## src/rtl/mem_stage_lsu_pkg.sv

```systemverilog
`default_nettype none
// ============================================================================
// Module   : mem_stage_lsu_pkg
// Brief    : Shared encodings for the MEM-stage load/store unit: Mem_Con
//            codes, funct3 load/store codes, access sizes, FSM state type
//            and legality/alignment helpers.
// Revision : 1.0 - initial release
// ============================================================================
package mem_stage_lsu_pkg;

  // Mem_Con_EX encodings (2'b11 behaves as "none")
  localparam logic [1:0] MEM_NONE  = 2'b00;
  localparam logic [1:0] MEM_LOAD  = 2'b01;
  localparam logic [1:0] MEM_STORE = 2'b10;

  // funct3 encodings for loads
  localparam logic [2:0] F3_LB  = 3'b000;
  localparam logic [2:0] F3_LH  = 3'b001;
  localparam logic [2:0] F3_LW  = 3'b010;
  localparam logic [2:0] F3_LBU = 3'b100;
  localparam logic [2:0] F3_LHU = 3'b101;

  // funct3 encodings for stores
  localparam logic [2:0] F3_SB = 3'b000;
  localparam logic [2:0] F3_SH = 3'b001;
  localparam logic [2:0] F3_SW = 3'b010;

  // Access size carried in funct3[1:0]
  localparam logic [1:0] SZ_BYTE = 2'b00;
  localparam logic [1:0] SZ_HALF = 2'b01;
  localparam logic [1:0] SZ_WORD = 2'b10;

  typedef enum logic [1:0] {
    ST_IDLE = 2'b00,
    ST_REQ  = 2'b01,
    ST_RESP = 2'b10
  } lsu_state_e;

  // True when funct3 names a supported access of the given direction
  function automatic logic funct3_legal(input logic is_load, input logic [2:0] f3);
    logic ok;
    ok = 1'b0;
    if (is_load) begin
      case (f3)
        F3_LB, F3_LH, F3_LW, F3_LBU, F3_LHU: ok = 1'b1;
        default:                              ok = 1'b0;
      endcase
    end else begin
      case (f3)
        F3_SB, F3_SH, F3_SW: ok = 1'b1;
        default:             ok = 1'b0;
      endcase
    end
    return ok;
  endfunction

  // Halfwords need even addresses, words need 4-byte alignment
  function automatic logic addr_misaligned(input logic [2:0] f3, input logic [1:0] addr_lo);
    logic mis;
    case (f3[1:0])
      SZ_HALF: mis = addr_lo[0];
      SZ_WORD: mis = (addr_lo != 2'b00);
      default: mis = 1'b0;
    endcase
    return mis;
  endfunction

endpackage
`default_nettype wire

```

## src/rtl/mem_stage_lsu_align.sv

```systemverilog
`default_nettype none
// ============================================================================
// Module   : lsu_align
// Brief    : Combinational lane steering. Builds byte enables and replicated
//            store data, and extracts/extends load data by address offset.
// Revision : 1.0 - initial release
// ============================================================================
module lsu_align
  import mem_stage_lsu_pkg::*;
(
  input  logic [2:0]  funct3_i,
  input  logic [1:0]  addr_lo_i,
  input  logic [31:0] store_data_i,
  input  logic [31:0] load_rdata_i,
  output logic [31:0] store_wdata_o,
  output logic [3:0]  be_o,
  output logic [31:0] load_data_o
);

  logic [31:0] w_shifted;

  // Byte enables and lane-replicated write data by access size
  always_comb begin
    be_o          = 4'b1111;
    store_wdata_o = store_data_i;
    case (funct3_i[1:0])
      SZ_BYTE: begin
        be_o          = 4'b0001 << addr_lo_i;
        store_wdata_o = {4{store_data_i[7:0]}};
      end
      SZ_HALF: begin
        be_o          = 4'b0011 << addr_lo_i;
        store_wdata_o = {2{store_data_i[15:0]}};
      end
      default: begin
        be_o          = 4'b1111;
        store_wdata_o = store_data_i;
      end
    endcase
  end

  // Move the addressed lane down to bit 0, then sign/zero extend
  always_comb begin
    w_shifted   = load_rdata_i >> {addr_lo_i, 3'b000};
    load_data_o = w_shifted;
    case (funct3_i)
      F3_LB:   load_data_o = {{24{w_shifted[7]}}, w_shifted[7:0]};
      F3_LH:   load_data_o = {{16{w_shifted[15]}}, w_shifted[15:0]};
      F3_LBU:  load_data_o = {24'b0, w_shifted[7:0]};
      F3_LHU:  load_data_o = {16'b0, w_shifted[15:0]};
      default: load_data_o = w_shifted;
    endcase
  end

endmodule
`default_nettype wire

```

## src/rtl/mem_stage_lsu.sv

```systemverilog
`default_nettype none
// ============================================================================
// Module   : mem_stage_lsu
// Brief    : MEM-stage load/store unit. Drives a valid/grant data bus, stalls
//            upstream while an access is outstanding, aborts hung accesses
//            via a watchdog, and registers the MEM/WB pipeline outputs.
// Revision : 1.0 - initial release
// ============================================================================
module mem_stage_lsu
  import mem_stage_lsu_pkg::*;
#(
  parameter int unsigned TIMEOUT = 255,
  parameter int unsigned CNT_W   = 8
) (
  input  logic        clk,
  input  logic        rst,
  input  logic [31:0] ALUresult_EX,
  input  logic [31:0] data2_EX,
  input  logic [1:0]  Mem_Con_EX,
  input  logic [2:0]  funct3_EX,
  input  logic        RegWrite_EX,
  input  logic [1:0]  ResultSrc_EX,
  input  logic [4:0]  rd_EX,
  input  logic [31:0] PC_next_EX,
  output logic        dmem_req,
  output logic        dmem_we,
  output logic [31:0] dmem_addr,
  output logic [31:0] dmem_wdata,
  output logic [3:0]  dmem_be,
  input  logic        dmem_gnt,
  input  logic        dmem_rvalid,
  input  logic [31:0] dmem_rdata,
  output logic        mem_stall,
  output logic [31:0] ALUresult_WB,
  output logic [31:0] ReadData_WB,
  output logic [31:0] PC_next_WB,
  output logic [1:0]  ResultSrc_WB,
  output logic        RegWrite_WB,
  output logic [4:0]  rd_WB,
  output logic        fault_WB
);

  lsu_state_e       state_q, state_d;
  logic [CNT_W-1:0] cnt_q, cnt_d;

  logic        w_is_load, w_is_store, w_is_access;
  logic        w_fault_pre, w_legal, w_timeout;
  logic        w_complete, w_abort;
  logic [31:0] w_load_data;

  logic [31:0] alu_q, alu_d, rdata_q, rdata_d, pc_q, pc_d;
  logic [1:0]  rsrc_q, rsrc_d;
  logic        regw_q, regw_d, fault_q, fault_d;
  logic [4:0]  rd_q, rd_d;

  // Decode the access and screen it for illegal funct3 / misalignment
  always_comb begin
    w_is_load  = 1'b0;
    w_is_store = 1'b0;
    case (Mem_Con_EX)
      MEM_LOAD:  w_is_load  = 1'b1;
      MEM_STORE: w_is_store = 1'b1;
      MEM_NONE:  w_is_load  = 1'b0;
      default:   w_is_load  = 1'b0;
    endcase
    w_is_access = w_is_load | w_is_store;
    w_fault_pre = w_is_access &
                  (~funct3_legal(w_is_load, funct3_EX) |
                   addr_misaligned(funct3_EX, ALUresult_EX[1:0]));
    w_legal     = w_is_access & ~w_fault_pre;
  end

  // Watchdog fires only while an access is outstanding
  assign w_timeout = (TIMEOUT != 0) && (state_q != ST_IDLE) &&
                     (cnt_q == CNT_W'(TIMEOUT));

  lsu_align u_align (
    .funct3_i      (funct3_EX),
    .addr_lo_i     (ALUresult_EX[1:0]),
    .store_data_i  (data2_EX),
    .load_rdata_i  (dmem_rdata),
    .store_wdata_o (dmem_wdata),
    .be_o          (dmem_be),
    .load_data_o   (w_load_data)
  );

  assign dmem_addr = {ALUresult_EX[31:2], 2'b00};
  assign dmem_we   = dmem_req & w_is_store;
  assign mem_stall = w_legal & ~w_complete;

  // Bus handshake FSM: next state, request and completion strobes
  always_comb begin
    state_d    = state_q;
    dmem_req   = 1'b0;
    w_complete = 1'b0;
    w_abort    = 1'b0;
    case (state_q)
      ST_IDLE: begin
        if (w_legal) begin
          dmem_req = 1'b1;
          if (dmem_gnt) begin
            if (w_is_store) w_complete = 1'b1;
            else            state_d    = ST_RESP;
          end else begin
            state_d = ST_REQ;
          end
        end
      end
      ST_REQ: begin
        if (!w_legal) begin
          state_d = ST_IDLE;
        end else if (w_timeout) begin
          w_abort    = 1'b1;
          w_complete = 1'b1;
          state_d    = ST_IDLE;
        end else begin
          dmem_req = 1'b1;
          if (dmem_gnt) begin
            if (w_is_store) begin
              w_complete = 1'b1;
              state_d    = ST_IDLE;
            end else begin
              state_d = ST_RESP;
            end
          end
        end
      end
      ST_RESP: begin
        if (!w_legal) begin
          state_d = ST_IDLE;
        end else if (dmem_rvalid) begin
          w_complete = 1'b1;
          state_d    = ST_IDLE;
        end else if (w_timeout) begin
          w_abort    = 1'b1;
          w_complete = 1'b1;
          state_d    = ST_IDLE;
        end
      end
      default: state_d = ST_IDLE;
    endcase
  end

  // Counter runs while outstanding, clears whenever IDLE is current or next
  always_comb begin
    cnt_d = '0;
    if (state_q != ST_IDLE && state_d != ST_IDLE) cnt_d = cnt_q + CNT_W'(1);
  end

  // MEM/WB next values: precheck fault, pass-through, completion or bubble
  always_comb begin
    alu_d   = '0;
    rdata_d = '0;
    pc_d    = '0;
    rsrc_d  = '0;
    regw_d  = 1'b0;
    rd_d    = '0;
    fault_d = 1'b0;
    if (w_fault_pre) begin
      alu_d   = ALUresult_EX;
      pc_d    = PC_next_EX;
      rsrc_d  = ResultSrc_EX;
      rd_d    = rd_EX;
      fault_d = 1'b1;
    end else if (!w_is_access) begin
      alu_d  = ALUresult_EX;
      pc_d   = PC_next_EX;
      rsrc_d = ResultSrc_EX;
      regw_d = RegWrite_EX;
      rd_d   = rd_EX;
    end else if (w_complete) begin
      alu_d   = ALUresult_EX;
      pc_d    = PC_next_EX;
      rsrc_d  = ResultSrc_EX;
      rd_d    = rd_EX;
      regw_d  = RegWrite_EX & ~w_abort;
      fault_d = w_abort;
      rdata_d = (w_is_load && !w_abort) ? w_load_data : 32'b0;
    end
  end

  // FSM state and watchdog counter
  always_ff @(posedge clk or negedge rst) begin
    if (!rst) begin
      state_q <= ST_IDLE;
      cnt_q   <= '0;
    end else begin
      state_q <= state_d;
      cnt_q   <= cnt_d;
    end
  end

  // MEM/WB pipeline register
  always_ff @(posedge clk or negedge rst) begin
    if (!rst) begin
      alu_q   <= '0;
      rdata_q <= '0;
      pc_q    <= '0;
      rsrc_q  <= '0;
      regw_q  <= 1'b0;
      rd_q    <= '0;
      fault_q <= 1'b0;
    end else begin
      alu_q   <= alu_d;
      rdata_q <= rdata_d;
      pc_q    <= pc_d;
      rsrc_q  <= rsrc_d;
      regw_q  <= regw_d;
      rd_q    <= rd_d;
      fault_q <= fault_d;
    end
  end

  assign ALUresult_WB = alu_q;
  assign ReadData_WB  = rdata_q;
  assign PC_next_WB   = pc_q;
  assign ResultSrc_WB = rsrc_q;
  assign RegWrite_WB  = regw_q;
  assign rd_WB        = rd_q;
  assign fault_WB     = fault_q;

endmodule
`default_nettype wire

```

## config.mk

```make
export PLATFORM = sky130hd
export DESIGN_NAME = mem_stage_lsu
export DESIGN_NICKNAME = d
export VERILOG_FILES = /design/src/rtl/mem_stage_lsu_pkg.sv /design/src/rtl/mem_stage_lsu_align.sv /design/src/rtl/mem_stage_lsu.sv
export SDC_FILE = /design/constraint.sdc
export NUM_CORES = 1
export LEC_CHECK = 0
export ABC_CLOCK_PERIOD_IN_PS = 3500
export BUFFER_PORTS_ARGS = -buffer_cell sky130_fd_sc_hd__buf_4
export CORE_AREA = 2 2 124 126
export CTS_CLUSTER_SIZE = 28
export DETAILED_ROUTE_END_ITERATION = 7
export DIE_AREA = 0 0 126 128
export PLACE_DENSITY_LB_ADDON = 0.08
export REMOVE_ABC_BUFFERS = 1
export SKIP_LAST_GASP = 1
export SYNTH_ARGS = -nofsm -noshare
export SYNTH_HDL_FRONTEND = slang
export SYNTH_SLANG_ARGS = --single-unit
export TNS_END_PERCENT = 5
```

## constraint.sdc

```tcl
create_clock -name clk -period 3.5 [get_ports clk]
set_input_delay 0.525 -clock clk [delete_from_list [all_inputs] [get_ports clk]]
set_output_delay 0.525 -clock clk [all_outputs]
set_load 0.02 [all_outputs]
```

==> results.sh, run 1 <==
export IMPL_status="complete, no violations"
export IMPL_crit_path_max_fanout=8
export IMPL_gp_congestion=0.819
export IMPL_relSlewSlack_pct=35.7
export IMPL_worstSetupStartpoint="funct3_EX[0]"
export IMPL_synthCells=533
export IMPL_fill_cells=1340
export IMPL_fp_row_count=45
export IMPL_maxSlewViolCount=0
export IMPL_tightest_slew_ps=964
export IMPL_io_pins=321
export IMPL_die_area_um2=16100
export IMPL_p_per_area_nw_per_um2=488
export IMPL_ys_warn_count=0
export IMPL_cts_tree="yes"
export IMPL_routedWlPerCell_um=16.6
export IMPL_drive_gt1_share_pct=46.8
export IMPL_grt_use_total_pct=20.0
export IMPL_clkLatencyLatePin_ps=400
export IMPL_yosysUniqueCellTypes=42
export IMPL_period_minus_slack_ps=2730
export IMPL_syn_cell_area_um2=5500
export IMPL_clock_skew_ps=6.84
export IMPL_diodes=0
export IMPL_placedCellCount=977
export IMPL_arrival_ps=2210
export IMPL_cts_sinks=115
export IMPL_cts_buffer_depth=2
export IMPL_vdd_drop_max_uv=326
export IMPL_postRouteAntennaNets=0
export IMPL_ctsResizeCount=0
export IMPL_core_um2=14900
export IMPL_cts_setup_buffers=0
export IMPL_grt_max_degree=72
export IMPL_regArea_um2=2880
export IMPL_multiInputGateArea_um2=2110
export IMPL_grt_overflow_total=0
export IMPL_avgSynthCellArea_um2=10.3
export IMPL_fmax_ghz=0.366
export IMPL_maxCapViolCount=0
export IMPL_reg2reg_from="state_q[1]$_DFF_PN0_"
export IMPL_post_route_period_util_pct=78.0
export IMPL_via_count=4812
export IMPL_antenna_found_initial=0
export IMPL_grt_pass1_vias=4763
export IMPL_htreeDepth=4
export IMPL_fin_cells=1008
export IMPL_die_w_um=126
export IMPL_setup_viol=0
export IMPL_vias_per_cell=4.77
export IMPL_p_total_w=0.00405
export IMPL_power_leakage_nw=4.24
export IMPL_worstPathRequired_ps=2970
export IMPL_start_util_pct=37.0
export IMPL_clk_pin_slew_ps=50
export IMPL_numPortBuffers=318
export IMPL_drt_pass1_iter_count=4
export IMPL_cts_buffers=17
export IMPL_hpwl_um=12400
export IMPL_fin_nets=963
export IMPL_dieHeight_um=128
export IMPL_area_growth_pct=50.9
export IMPL_drt_wl_total_um=16700
export IMPL_grt_pass1_wl_um=25200
export IMPL_seq_area_frac_synth_pct=52.3
export IMPL_synth_seq_cells=115
export IMPL_tns_ps=0
export IMPL_startpoint_type="primary input"
export IMPL_hold_class="primary input to async pin"
export IMPL_cp_end_kind="output pin"
export IMPL_fin_util_pct=55.9
export IMPL_cts_hold_fix_buffers=0
export IMPL_hold_viol=0
export IMPL_root_buffer="clkbuf_16"
export IMPL_route_detailed_drc=0
export IMPL_criticalPathCategory="primary input to output pin"
export IMPL_drt_initial_drc_count=198
export IMPL_rsz0062_at_grt="no"
==> layer usage <==
layer	routed length, um	GRT usage, %	share of wire (%)
met1	6310	22.2	38
met2	8750	35.9	52
met3	1260	5.38	7.6
met4	365	8.99	2.2
met5	0	0	0
==> area by class of cell <==
class	instances	area share [%]
Clock buffer	21	5.54
Clock inverter	10	1.31
Inverter	11	0.497
Multi-Input combinational cell	334	25.4
Sequential cell	115	34.6
Tap cell	188	2.83
Timing Repair Buffer	329	29.7
==> path summary, 6_finish.rpt <==
| kind | to | depth (start not counted) | slack [ps] |
|---|---|---|---|
| min reg2reg | cnt_q[0]$_DFF_PN0_ | 1 | 530 |
| max | dmem_we | 8 | 770 |
| min | ALUresult_WB[7]$_DFF_PN0_ | 1 | 230 |
| max in group asynchronous | ALUresult_WB[23]$_DFF_PN0_ | 2 | 2320 |
| min in group clk | PC_next_WB[25]$_DFF_PN0_ | 2 | 330 |
| max reg2reg | ReadData_WB[0]$_DFF_PN0_ | 8 | 1090 |
==> placed cells by master, fill, tap and decap left out, types with 3 or more instances in the layout <==
cell type / instances
ha_1: 10
dfrtp_1: 115
o21ai_0: 12
mux2i_1: 18
nor3_1: 3
a21oi_1: 25
a211oi_2: 6
nor2b_1: 15
nand2b_1: 3
and3_1: 3
and2_1: 72
nor3_2: 16
a22o_1: 8
xor2_1: 5
clkbuf_16: 17
inv_1: 11
nand3_1: 8
nand2_1: 61
buf_4: 329
a211oi_1: 8
nor2_1: 32
a22oi_1: 8
clkinv_2: 5
==> synth_stat cells, drive strengths merged <==
library cell | number | share of area, %
and3 | 3 | 0.34
nand2 | 61 | 4.2
a22o | 8 | 1.3
ha | 10 | 2.3
conb | 1 | 0.068
o211ai | 1 | 0.14
nand2b | 4 | 0.45
mux2i | 18 | 3.3
xnor2 | 1 | 0.16
inv | 11 | 0.75
o2bb2ai | 2 | 0.32
or2 | 1 | 0.11
or3 | 2 | 0.23
nand3b | 2 | 0.34
o21ai | 13 | 1.3
a21oi | 25 | 2.3
nor2b | 15 | 1.7
nand4 | 1 | 0.11
nand3 | 8 | 0.73
nand4b | 1 | 0.16
o32ai | 2 | 0.32
buf | 55 | 7.4
nor3 | 19 | 3.2
clkbuf | 19 | 1.3
xor2 | 5 | 0.80
a22oi | 8 | 1.1
and4 | 2 | 0.36
dfrtp | 115 | 52
a311o | 1 | 0.18
a211oi | 14 | 2.5
and2 | 72 | 8.2
o41ai | 1 | 0.16
nor2 | 32 | 2.2
==> flip-flops by register name (all words and copies together), names as in the netlist <==
signal	cells
RegWrite_WB	1
rd_WB	5
fault_WB	1
ReadData_WB	32
ResultSrc_WB	2
cnt_q	8
state_q	2
ALUresult_WB	32
PC_next_WB	32
==> through the flow <==
stage                     instance area, um2  hold slack (ps)  setup slack (ps)
final                                   8310              229               770
after global routing                    8310              296               642
after CTS                               8310              272               797
after detailed placement                7740              513               814
after global placement                  7740              513               854
after floorplan                         5030              229              -252
==> where the power goes <==
group          internal, W  switching (W)
Sequential         0.00142      0.0000378
Combinational     0.000418       0.000523
Clock              0.00107       0.000574
==> worst max-delay path, stage by stage <==
cell      delay, ps
buf_4            80
inv_1            50
ha_1            240
o211ai_1        280
nand4b_1        350
nor3_1          360
and2_1          180
buf_4           140
==> cell families (layout without fill, tap and decap cells) <==
logic type | after synthesis | count (layout) | synth area share, %
simple gates | 223 | 223 | 22.3
compound gates | 75 | 75 | 9.46
flops | 115 | 115 | 52.3
other cells | 1 | 2 | 0.0681
fa+ha+maj | 10 | 10 | 2.27
xor+xnor | 6 | 6 | 0.955
mux | 18 | 18 | 3.27
buf+inv | 85 | 371 | 9.43
Power figures use the tool's default switching activity.
==> run 2: changes to the inputs <==
Settings changed: ABC_AREA set to 1, ABC_CLOCK_PERIOD_IN_PS 3500 to 2600.
Clock period 3.5 ns to 2.6 ns, I/O delays scaled along.
==> results.sh, run 2 <==
export IMPL_top_layer_used="met4"
export IMPL_status="complete, no violations"
export IMPL_power_leakage_nw=4.85
export IMPL_cp_num_buf_inv=2
export IMPL_relSlewSlack_pct=66.3
export IMPL_maxSlewViolCount=0
export IMPL_setup_viol=0
export IMPL_cts_buffer_depth=2
export IMPL_p_per_area_nw_per_um2=646
export IMPL_hpwl_um=13500
export IMPL_grt_pass1_wl_um=26100
export IMPL_slowest_delay_ps=390
export IMPL_hold_viol=0
export IMPL_fin_nets=1121
export IMPL_die_w_um=126
export IMPL_root_buffer="clkbuf_16"
export IMPL_startpoint_type="register"
export IMPL_wl_met1_um=6420
export IMPL_arrival_ps=2030
export IMPL_via_count=5233
export IMPL_path_cells="ha_1, nand2_1, nor2_4, nand2_1, nor2_4, nand2_1, nand2_1, nand2_1, nand2_1, nand2_2, clkinv_4, nor2_8, buf_6"
export IMPL_dieHeight_um=128
export IMPL_place_area_um2=8010
export IMPL_synth_edf_count=0
export IMPL_grt_use_total_pct=21.1
export IMPL_fmax_ghz=0.413
export IMPL_numPortBuffers=318
export IMPL_drt_initial_drc_count=220
export IMPL_synth_seq_cells=115
export IMPL_worstSetupStartpoint="cnt_q[0]$_DFF_PN0_"
export IMPL_route_detailed_drc=0
export IMPL_cts_sinks=115
export IMPL_r2r_end="ReadData_WB[1]$_DFF_PN0_"
export IMPL_maxCapViolCount=0
export IMPL_cts_buffers=17
export IMPL_ff2ff_setup_slack_ps=590
export IMPL_worstPathRequired_ps=2210
export IMPL_period_minus_slack_ps=2420
export IMPL_criticalPathCategory="register to output pin"
export IMPL_area_growth_pct=49.8
export IMPL_fin_area_um2=8630
export IMPL_fill_cells=1375
export IMPL_seq_area_frac_synth_pct=50.0
export IMPL_synth_commonest_cells="nor2_1, inv_1, dfrtp_1"
export IMPL_ys_async_sr_fraction_pct=100
export IMPL_ys_warn_count=0
export IMPL_grt_overflow_total=0
export IMPL_crit_slowest_cell="dfrtp_1"
export IMPL_placedCellCount=1134
export IMPL_fp_row_count=45
export IMPL_vias_per_cell=4.49
export IMPL_yosysUniqueCellTypes=39
export IMPL_yosysMostFrequentCell="nor2_1"
export IMPL_tightest_slew_ps=506
export IMPL_reg2reg_from="cnt_q[0]$_DFF_PN0_"
export IMPL_syn_cell_area_um2=5760
export IMPL_reg2reg_depth=10
export IMPL_netlist_top_cells_area="dfrtp_1, nor2_1, inv_1"
export IMPL_met3_length_um=1360
export IMPL_clock_skew_ps=11.7
export IMPL_diodes=0
export IMPL_fin_util_pct=58.1
export IMPL_post_route_period_util_pct=93.1
export IMPL_drive_gt1_share_pct=40.5
export IMPL_avgSynthCellArea_um2=8.45
export IMPL_rsz0062_at_grt="no"
export IMPL_core_um2=14900
export IMPL_htreeDepth=4
export IMPL_drt_pass1_iter_count=6
export IMPL_postRouteAntennaNets=0
export IMPL_routedWlPerCell_um=14.8
export IMPL_io_pins=321
export IMPL_fin_cells=1166
export IMPL_holdPathStages=3
export IMPL_route_met2_wl_um=9120
export IMPL_crit_path_frequent_cell="nand2_1"
export IMPL_drt_wl_total_um=17300
export IMPL_vdd_drop_max_uv=455
export IMPL_yosysTopAreaCell="dfrtp_1"
export IMPL_ys_flop_type="dfrtp_1"
export IMPL_hold_end="rd_WB[4]$_DFF_PN0_"
export IMPL_start_util_pct=38.8
export IMPL_min_delay_start="rd_EX[4]"
export IMPL_p_total_w=0.00558
export IMPL_synth_top_area_share_pct=50.0
export IMPL_hold_class="primary input to register"
export IMPL_grt_pass1_vias=4957
export IMPL_grt_max_degree=62
export IMPL_clkLatencyLatePin_ps=410
export IMPL_final_cell_mix="buf_4, nor2_1, inv_1"
export IMPL_crit_family="simple AND/OR/NAND/NOR gates"
export IMPL_final_common_cell="buf_4"
export IMPL_tns_ps=0
export IMPL_synthCells=682
export IMPL_cp_end_kind="output pin"
export IMPL_die_area_um2=16100
export IMPL_cts_tree="yes"
export IMPL_clk_pin_slew_ps=50
export IMPL_gp_congestion=0.836
export IMPL_crit_path_max_fanout=3
export IMPL_antenna_found_initial=0
==> run 2: cell count changes in the layout (fill, tap and decap cells not counted), sizes merged, moves of 14 or more <==
cell    previous run  this run
and2              72         0
o21ai             13        46
nor2b             15         0
a211oi            14         0
nor3              19         1
nand2             61       118
inv               11       123
nor2              32       124
==> run 2: routing by layer <==
| layer | up-vias | track usage (%) |
|---|---|---|
| met5 | - | 0 |
| met4 | 0 | 8.21 |
| met3 | 25 | 6.01 |
| met2 | 251 | 38.0 |
| met1 | 2370 | 23.5 |
| li1 | 2587 | - |
==> run 2: tightest hold or removal path: cells and delay by family <==
family | cells | cell delay (ps)
buffers and inverters | 2 | 150
AND/OR/NAND/NOR | 1 | 30
==> run 2: kinds of logic (layout without fill, tap and decap cells) <==
logic type / count (synthesis) / count (layout) / synth area share (%)
XOR/XNOR: 6 / 6 / 0.912
flip-flops: 115 / 115 / 50.0
adder cells (fa/ha/maj): 10 / 10 / 2.17
multiplexers: 7 / 7 / 1.22
AO/OA/AOI/OAI: 81 / 81 / 8.36
buffers and inverters: 189 / 484 / 16.8
other: 1 / 2 / 0.0651
AND/OR/NAND/NOR: 273 / 273 / 20.5
==> run 2: metrics by stage <==
| stage | setup WS, ps | hold slack [ps] |
|---|---|---|
| 2_1_floorplan | 237 | 94.4 |
| 3_3_place_gp | 428 | 396 |
| 3_5_place_dp | 354 | 398 |
| 4_1_cts | 123 | 171 |
| 5_1_grt | 7.46 | 171 |
| 6_report | 179 | 188 |
==> run 2: timing repair <==
action	4_1_cts	5_1_grt
buffers inserted	0	0
setup endpoints to repair	0	1
hold buffers	1	0
endpoints found under the hold margin	36	0
resized for setup	0	3
==> run 2: final cells by class <==
class | instances | area, um2 | share of cell area [%]
timing repair buffer | 330 | 2520 | 29.2
clock buffer | 21 | 460 | 5.34
sequential | 115 | 2880 | 33.3
inverter | 123 | 474 | 5.50
tap | 188 | 235 | 2.73
clock inverter | 10 | 131 | 1.52
multi-input combinational | 379 | 1930 | 22.4
==> run 2: worst max path at each step <==
stage	to	cells after the start
after floorplan	mem_stall	11
after CTS	mem_stall	13
after global placement	mem_stall	13
after detailed placement	dmem_we	12
final	mem_stall	13
after global routing	mem_stall	13
==> run 2: power by group <==
| group | leakage, nW | total [W] | internal (W) | switching [W] |
|---|---|---|---|---|
| logic | 3.09 | 0.00130 | 0.000545 | 0.000755 |
| registers | 1.47 | 0.00195 | 0.00191 | 0.0000452 |
| clock network | 0.293 | 0.00232 | 0.00154 | 0.000782 |
| total | 4.85 | 0.00558 | 0.00400 | 0.00158 |
